<file path="config.mk">
export PLATFORM = sky130hd
export DESIGN_NAME = hex_scan_driver
export DESIGN_NICKNAME = d
export VERILOG_FILES = /design/src/rtl/hex_scan_driver.sv
export SDC_FILE = /design/constraint.sdc
export NUM_CORES = 1
export LEC_CHECK = 0
export BUFFER_PORTS_ARGS = -buffer_cell sky130_fd_sc_hd__buf_2
export CAP_MARGIN = 20
export CORE_UTILIZATION = 50
export DETAILED_ROUTE_END_ITERATION = 6
export GPL_ROUTABILITY_DRIVEN = 0
export GPL_TIMING_DRIVEN = 0
export PLACE_DENSITY = 0.78
export SETUP_SLACK_MARGIN = 0.4
export SLEW_MARGIN = 20
export SYNTH_ARGS = -nofsm -noshare
export SYNTH_HDL_FRONTEND = slang
export SYNTH_SLANG_ARGS = --single-unit
</file>
<file path="constraint.sdc">
create_clock -name clk -period 4.3 [get_ports clk]
set_input_delay 0.215 -clock clk [delete_from_list [all_inputs] [get_ports clk]]
set_output_delay 0.215 -clock clk [all_outputs]
set_load 0.01 [all_outputs]
</file>
<file path="src/rtl/hex_scan_driver.sv">
// hex_scan_driver: time-multiplexed hex scanner feeding a seven-segment decoder.
// Define HEX_SCAN_LZB_EN to enable leading-zero blanking.
module hex_scan_driver #(
    parameter int NUM_DIGITS  = 8,
    parameter int REFRESH_DIV = 50000
) (
    input  logic                    clk,
    input  logic                    rst_n,
    input  logic                    load_en,
    input  logic [4*NUM_DIGITS-1:0] load_data,
    input  logic [NUM_DIGITS-1:0]   dp_sel,
    input  logic                    blank_all,
    output logic [3:0]              dec_value,
    output logic [NUM_DIGITS-1:0]   digit_en_n,
    output logic                    dp_n,
    output logic                    scan_tick
);
    localparam int IDX_W = (NUM_DIGITS > 1) ? $clog2(NUM_DIGITS) : 1;
    localparam int CNT_W = (REFRESH_DIV > 1) ? $clog2(REFRESH_DIV) : 1;
    localparam logic [IDX_W-1:0] IDX_LAST = IDX_W'(NUM_DIGITS - 1);
    localparam logic [CNT_W-1:0] CNT_LAST = CNT_W'(REFRESH_DIV - 1);

    logic [CNT_W-1:0]        cnt_r;
    logic [IDX_W-1:0]        idx_r;
    logic [4*NUM_DIGITS-1:0] shadow_data_r;
    logic [NUM_DIGITS-1:0]   shadow_dp_r;
    logic [3:0]              dec_value_r;
    logic [NUM_DIGITS-1:0]   digit_en_n_r;
    logic                    dp_n_r;
    logic                    terminal_s;
    logic                    blank_s;
    logic [3:0]              nibble_s;
    logic [NUM_DIGITS-1:0]   onehot_s;
    logic                    dp_bit_s;

    assign terminal_s = (cnt_r == CNT_LAST);

`ifdef HEX_SCAN_LZB_EN
    // Highest nonzero nibble position; a zero word reports digit 0.
    function automatic logic [IDX_W-1:0] find_msd(input logic [4*NUM_DIGITS-1:0] word);
        logic [IDX_W-1:0] msd;
        msd = {IDX_W{1'b0}};
        for (int i = 0; i < NUM_DIGITS; i++) begin
            if (word[4*i +: 4] != 4'h0) begin
                msd = IDX_W'(i);
            end else begin
                msd = msd;
            end
        end
        return msd;
    endfunction

    assign blank_s = blank_all | (idx_r > find_msd(shadow_data_r));
`else
    assign blank_s = blank_all;
`endif

    // Refresh counter and digit index; blanking never pauses the scan.
    always_ff @(posedge clk or negedge rst_n) begin
        if (!rst_n) begin
            cnt_r <= {CNT_W{1'b0}};
            idx_r <= {IDX_W{1'b0}};
        end else if (terminal_s) begin
            cnt_r <= {CNT_W{1'b0}};
            idx_r <= (idx_r == IDX_LAST) ? {IDX_W{1'b0}} : idx_r + IDX_W'(1);
        end else begin
            cnt_r <= cnt_r + CNT_W'(1);
            idx_r <= idx_r;
        end
    end

    // Shadow capture of the display word and decimal points.
    always_ff @(posedge clk or negedge rst_n) begin
        if (!rst_n) begin
            shadow_data_r <= {(4*NUM_DIGITS){1'b0}};
            shadow_dp_r   <= {NUM_DIGITS{1'b0}};
        end else if (load_en) begin
            shadow_data_r <= load_data;
            shadow_dp_r   <= dp_sel;
        end else begin
            shadow_data_r <= shadow_data_r;
            shadow_dp_r   <= shadow_dp_r;
        end
    end

    // Select the current digit's nibble, one-hot enable and decimal point.
    always_comb begin
        nibble_s = 4'h0;
        onehot_s = {NUM_DIGITS{1'b0}};
        dp_bit_s = 1'b0;
        for (int i = 0; i < NUM_DIGITS; i++) begin
            if (idx_r == IDX_W'(i)) begin
                nibble_s    = shadow_data_r[4*i +: 4];
                onehot_s[i] = 1'b1;
                dp_bit_s    = shadow_dp_r[i];
            end else begin
                onehot_s[i] = 1'b0;
            end
        end
    end

    // Registered output stage; the nibble still flows while the digit is dark.
    always_ff @(posedge clk or negedge rst_n) begin
        if (!rst_n) begin
            dec_value_r  <= 4'h0;
            digit_en_n_r <= {NUM_DIGITS{1'b1}};
            dp_n_r       <= 1'b1;
        end else begin
            dec_value_r  <= nibble_s;
            digit_en_n_r <= blank_s ? {NUM_DIGITS{1'b1}} : ~onehot_s;
            dp_n_r       <= blank_s ? 1'b1 : ~dp_bit_s;
        end
    end

    assign dec_value  = dec_value_r;
    assign digit_en_n = digit_en_n_r;
    assign dp_n       = dp_n_r;
    assign scan_tick  = terminal_s;

endmodule

</file>
==> flow_metrics.env <==
export IMPL_outcome="finished, final reports clean"
export IMPL_instances_no_fill=417
export IMPL_clock_fmax_mhz=429
export IMPL_ir_worst_vdd_uv=194
export IMPL_cts_buffers=9
export IMPL_final_util_pct=63.5
export IMPL_chipHeight_um=82.3
export IMPL_critPathMaxFanout=10
export IMPL_worst_pin_slew_ps=624
export IMPL_syn_area_mm2=0.00323
export IMPL_synth_cells=268
export IMPL_drive_gt1_share_pct=37.1
export IMPL_fin_crit_sh_pct=54.3
export IMPL_yosysTopAreaCell="dfrtp_1"
export IMPL_grt_pass1_vias=2319
export IMPL_grt_antenna_before_repair=0
export IMPL_synth_seq_cells=72
export IMPL_rsz0062_at_grt="no"
export IMPL_min_period_ps=2330
export IMPL_cts_tree="built"
export IMPL_vias_per_cell=5.54
export IMPL_fin_area_mm2=0.00385
export IMPL_end_kind="output port"
export IMPL_relSlewSlack_pct=58.4
export IMPL_ys_warn_count=0
export IMPL_swShare_pct=22.4
export IMPL_seqCellArea_mm2=0.00181
export IMPL_drv_cap=0
export IMPL_cts_clk_slew_worst_paths_ps=70
export IMPL_wl_per_cell_um=15.8
export IMPL_antenna_left=0
export IMPL_synth_top_family_by_area="multiplexers"
export IMPL_die_area_mm2=0.00678
export IMPL_wirelength_mm=6.59
export IMPL_port_buffers=56
export IMPL_dp_cells=400
export IMPL_comb_power_share_pct=7.6
export IMPL_cts_setup_buffers=0
export IMPL_muxShareOfSynthArea_pct=13.2
export IMPL_initial_core_util_pct=53.2
export IMPL_reg2reg_from="idx_r[1]"
export IMPL_coreArea_mm2=0.00606
export IMPL_synthAdderAreaFrac_pct=2.71
export IMPL_p_leak_nw=1.72
export IMPL_r2r_slack_ps=2290
export IMPL_synth_most_common_cell="dfrtp_1"
export IMPL_setup_viol_count_final=0
export IMPL_drc=0
export IMPL_r2r_end="dec_value[3]"
export IMPL_cts_htree_levels=3
export IMPL_synth_area_top_cells="dfrtp_1, mux2_2, dfstp_2"
export IMPL_first_pass_iters=5
export IMPL_powerDensity_mw_per_mm2=371
export IMPL_grt_max_degree=38
export IMPL_total_power_w=0.00143
export IMPL_grt_util_all_layers_pct=22.1
export IMPL_clkPwrFrac_pct=40.4
export IMPL_synth_compound_area_share_pct=10.1
export IMPL_fillers=482
export IMPL_hold_viol_final=0
export IMPL_area_growth_pct=19.2
export IMPL_worst_clock_skew_ps=9.12
export IMPL_synthSimpleGateAreaFrac_pct=12.0
export IMPL_synth_top_cell_area_share_pct=48.9
export IMPL_criticalPathCategory="reg -> out"
export IMPL_clk_path_buf_depth=2
export IMPL_holdPathStages=3
export IMPL_multiInputGateArea_mm2=0.00131
export IMPL_startpoint_type="register"
export IMPL_avgSynthCellArea_um2=12.0
export IMPL_placed_area_mm2=0.00362
export IMPL_switchingPower_w=0.000319
export IMPL_synth_edf_count=0
export IMPL_syn_nets=319
export IMPL_grt_first_pass_wirelength_mm=10.8
export IMPL_r2r_cells=8
export IMPL_cp_arrival_ps=2120
export IMPL_ys_seq_area_share_pct=56.2
export IMPL_ys_flop_type="dfrtp_1"
export IMPL_p_int_w=0.00111
export IMPL_fin_nets=388
export IMPL_fin_tns_setup_ps=0
export IMPL_synthTopCellsByCount="dfrtp_1, mux2_2, nand2_1"
export IMPL_synth_distinct_cells=45
export IMPL_drtIter0Drc=106
export IMPL_io_pins=58
export IMPL_cts_root_buf="clkbuf_8"
export IMPL_antennaDiodeCount=0
export IMPL_min_path_type="in -> reg"
export IMPL_hold_start="load_data[19]"
export IMPL_dp_hpwl_mm=4.70
export IMPL_fp_row_count=28
export IMPL_synth_xor_area_share_pct=2.71
export IMPL_vias=2310
export IMPL_drv_slew=0
export IMPL_pwr_share_seq_pct=52.1
export IMPL_clock_latency_ps=350
export IMPL_clock_sinks=72
export IMPL_worstPathRequired_ps=4090
export IMPL_async_flop_share_pct=100
export IMPL_die_w_um=82.3
export IMPL_hold_end="shadow_data_r[19]"
export IMPL_cts_resized=0
export IMPL_overflow=0
[worst max-delay path by stage]
stage                         start        end  cells past startpoint
after detailed placement  cnt_r[11]  scan_tick                      4
final                     cnt_r[11]  scan_tick                      4
after global routing      cnt_r[11]  scan_tick                      4
after CTS                 cnt_r[11]  scan_tick                      4
after floorplan           cnt_r[11]  scan_tick                      3
after global placement    cnt_r[11]  scan_tick                      4
[cells in the final DEF, fill, tap and decap left out, types with 3 or more instances in the layout]
cell type	netlist	routed
inv_1	11	11
clkbuf_1	9	11
nand2_1	20	20
xor2_1	6	6
dfrtp_1	63	63
buf_2	0	55
dfstp_2	9	9
nand2b_1	3	3
a21oi_1	6	6
xnor2_1	4	4
a221o_1	3	3
o22ai_1	5	5
clkbuf_8	1	10
nor3_1	10	10
nor2_1	11	11
nand3_1	9	9
ha_1	7	7
a22oi_1	6	6
o211ai_1	3	3
o21ai_0	12	12
a221oi_1	5	5
mux2_2	37	37
[power by group through the flow]
stage	Combinational, W	Clock, W	Sequential, W
3_5_place_dp	0.000109	0	0.000755
5_1_grt	0.000120	0.000616	0.000747
2_1_floorplan	0.0000556	0	0.000750
4_1_cts	0.000110	0.000586	0.000742
3_3_place_gp	0.000104	0	0.000753
6_report	0.000108	0.000576	0.000742
[layer usage]
metal	vias to the layer above	global-route usage, %	routed length [µm]
met5	-	0	0
met4	0	11.1	162
met3	15	5.60	357
met2	78	35.6	3210
met1	1119	27.5	2850
li1	1098	-	-
[logic make-up (layout without fill, tap and decap cells)]
family / Yosys count / after routing
flip-flops: 72 / 72
XOR/XNOR: 10 / 10
AO/OA/AOI/OAI: 48 / 48
multiplexers: 38 / 38
adder cells (fa/ha/maj): 7 / 7
AND/OR/NAND/NOR: 71 / 71
buffers and inverters: 22 / 96
[state kept, by name, indices dropped and copies added, names as in the netlist]
signal	count
idx_r	3
dec_value	4
digit_en_n	8
shadow_dp_r	8
cnt_r	16
shadow_data_r	32
dp_n	1
[critical path, cell delays in order, from the launching register on]
cell and delay, ps:
dfrtp_1 430, or4b_4 580, nor4_4 410, buf_6 210, buf_2 140
[layout make-up]
class,count,area share (%)
plain buffers,11,1.53
flip-flops and latches,72,47.1
well taps,75,2.44
inverters,11,1.07
clock inverters,5,2.11
repair buffers,58,8.13
multi-input cells,174,34.2
clock buffers,11,3.42
[per-stage QoR]
stage	setup WS (ps)	hold WS (ps)
finish	1970	83.9
global route	1820	80.4
CTS	1950	82.9
detailed placement	2340	197
global placement	2340	428
floorplan	2590	-80.6
[timing repair]
action                                  in CTS  in global routing
endpoints found under the setup margin       0                  0
endpoints found under the hold margin       26                  0
hold buffers                                 1                  0
(Power assumes the default switching activity.)
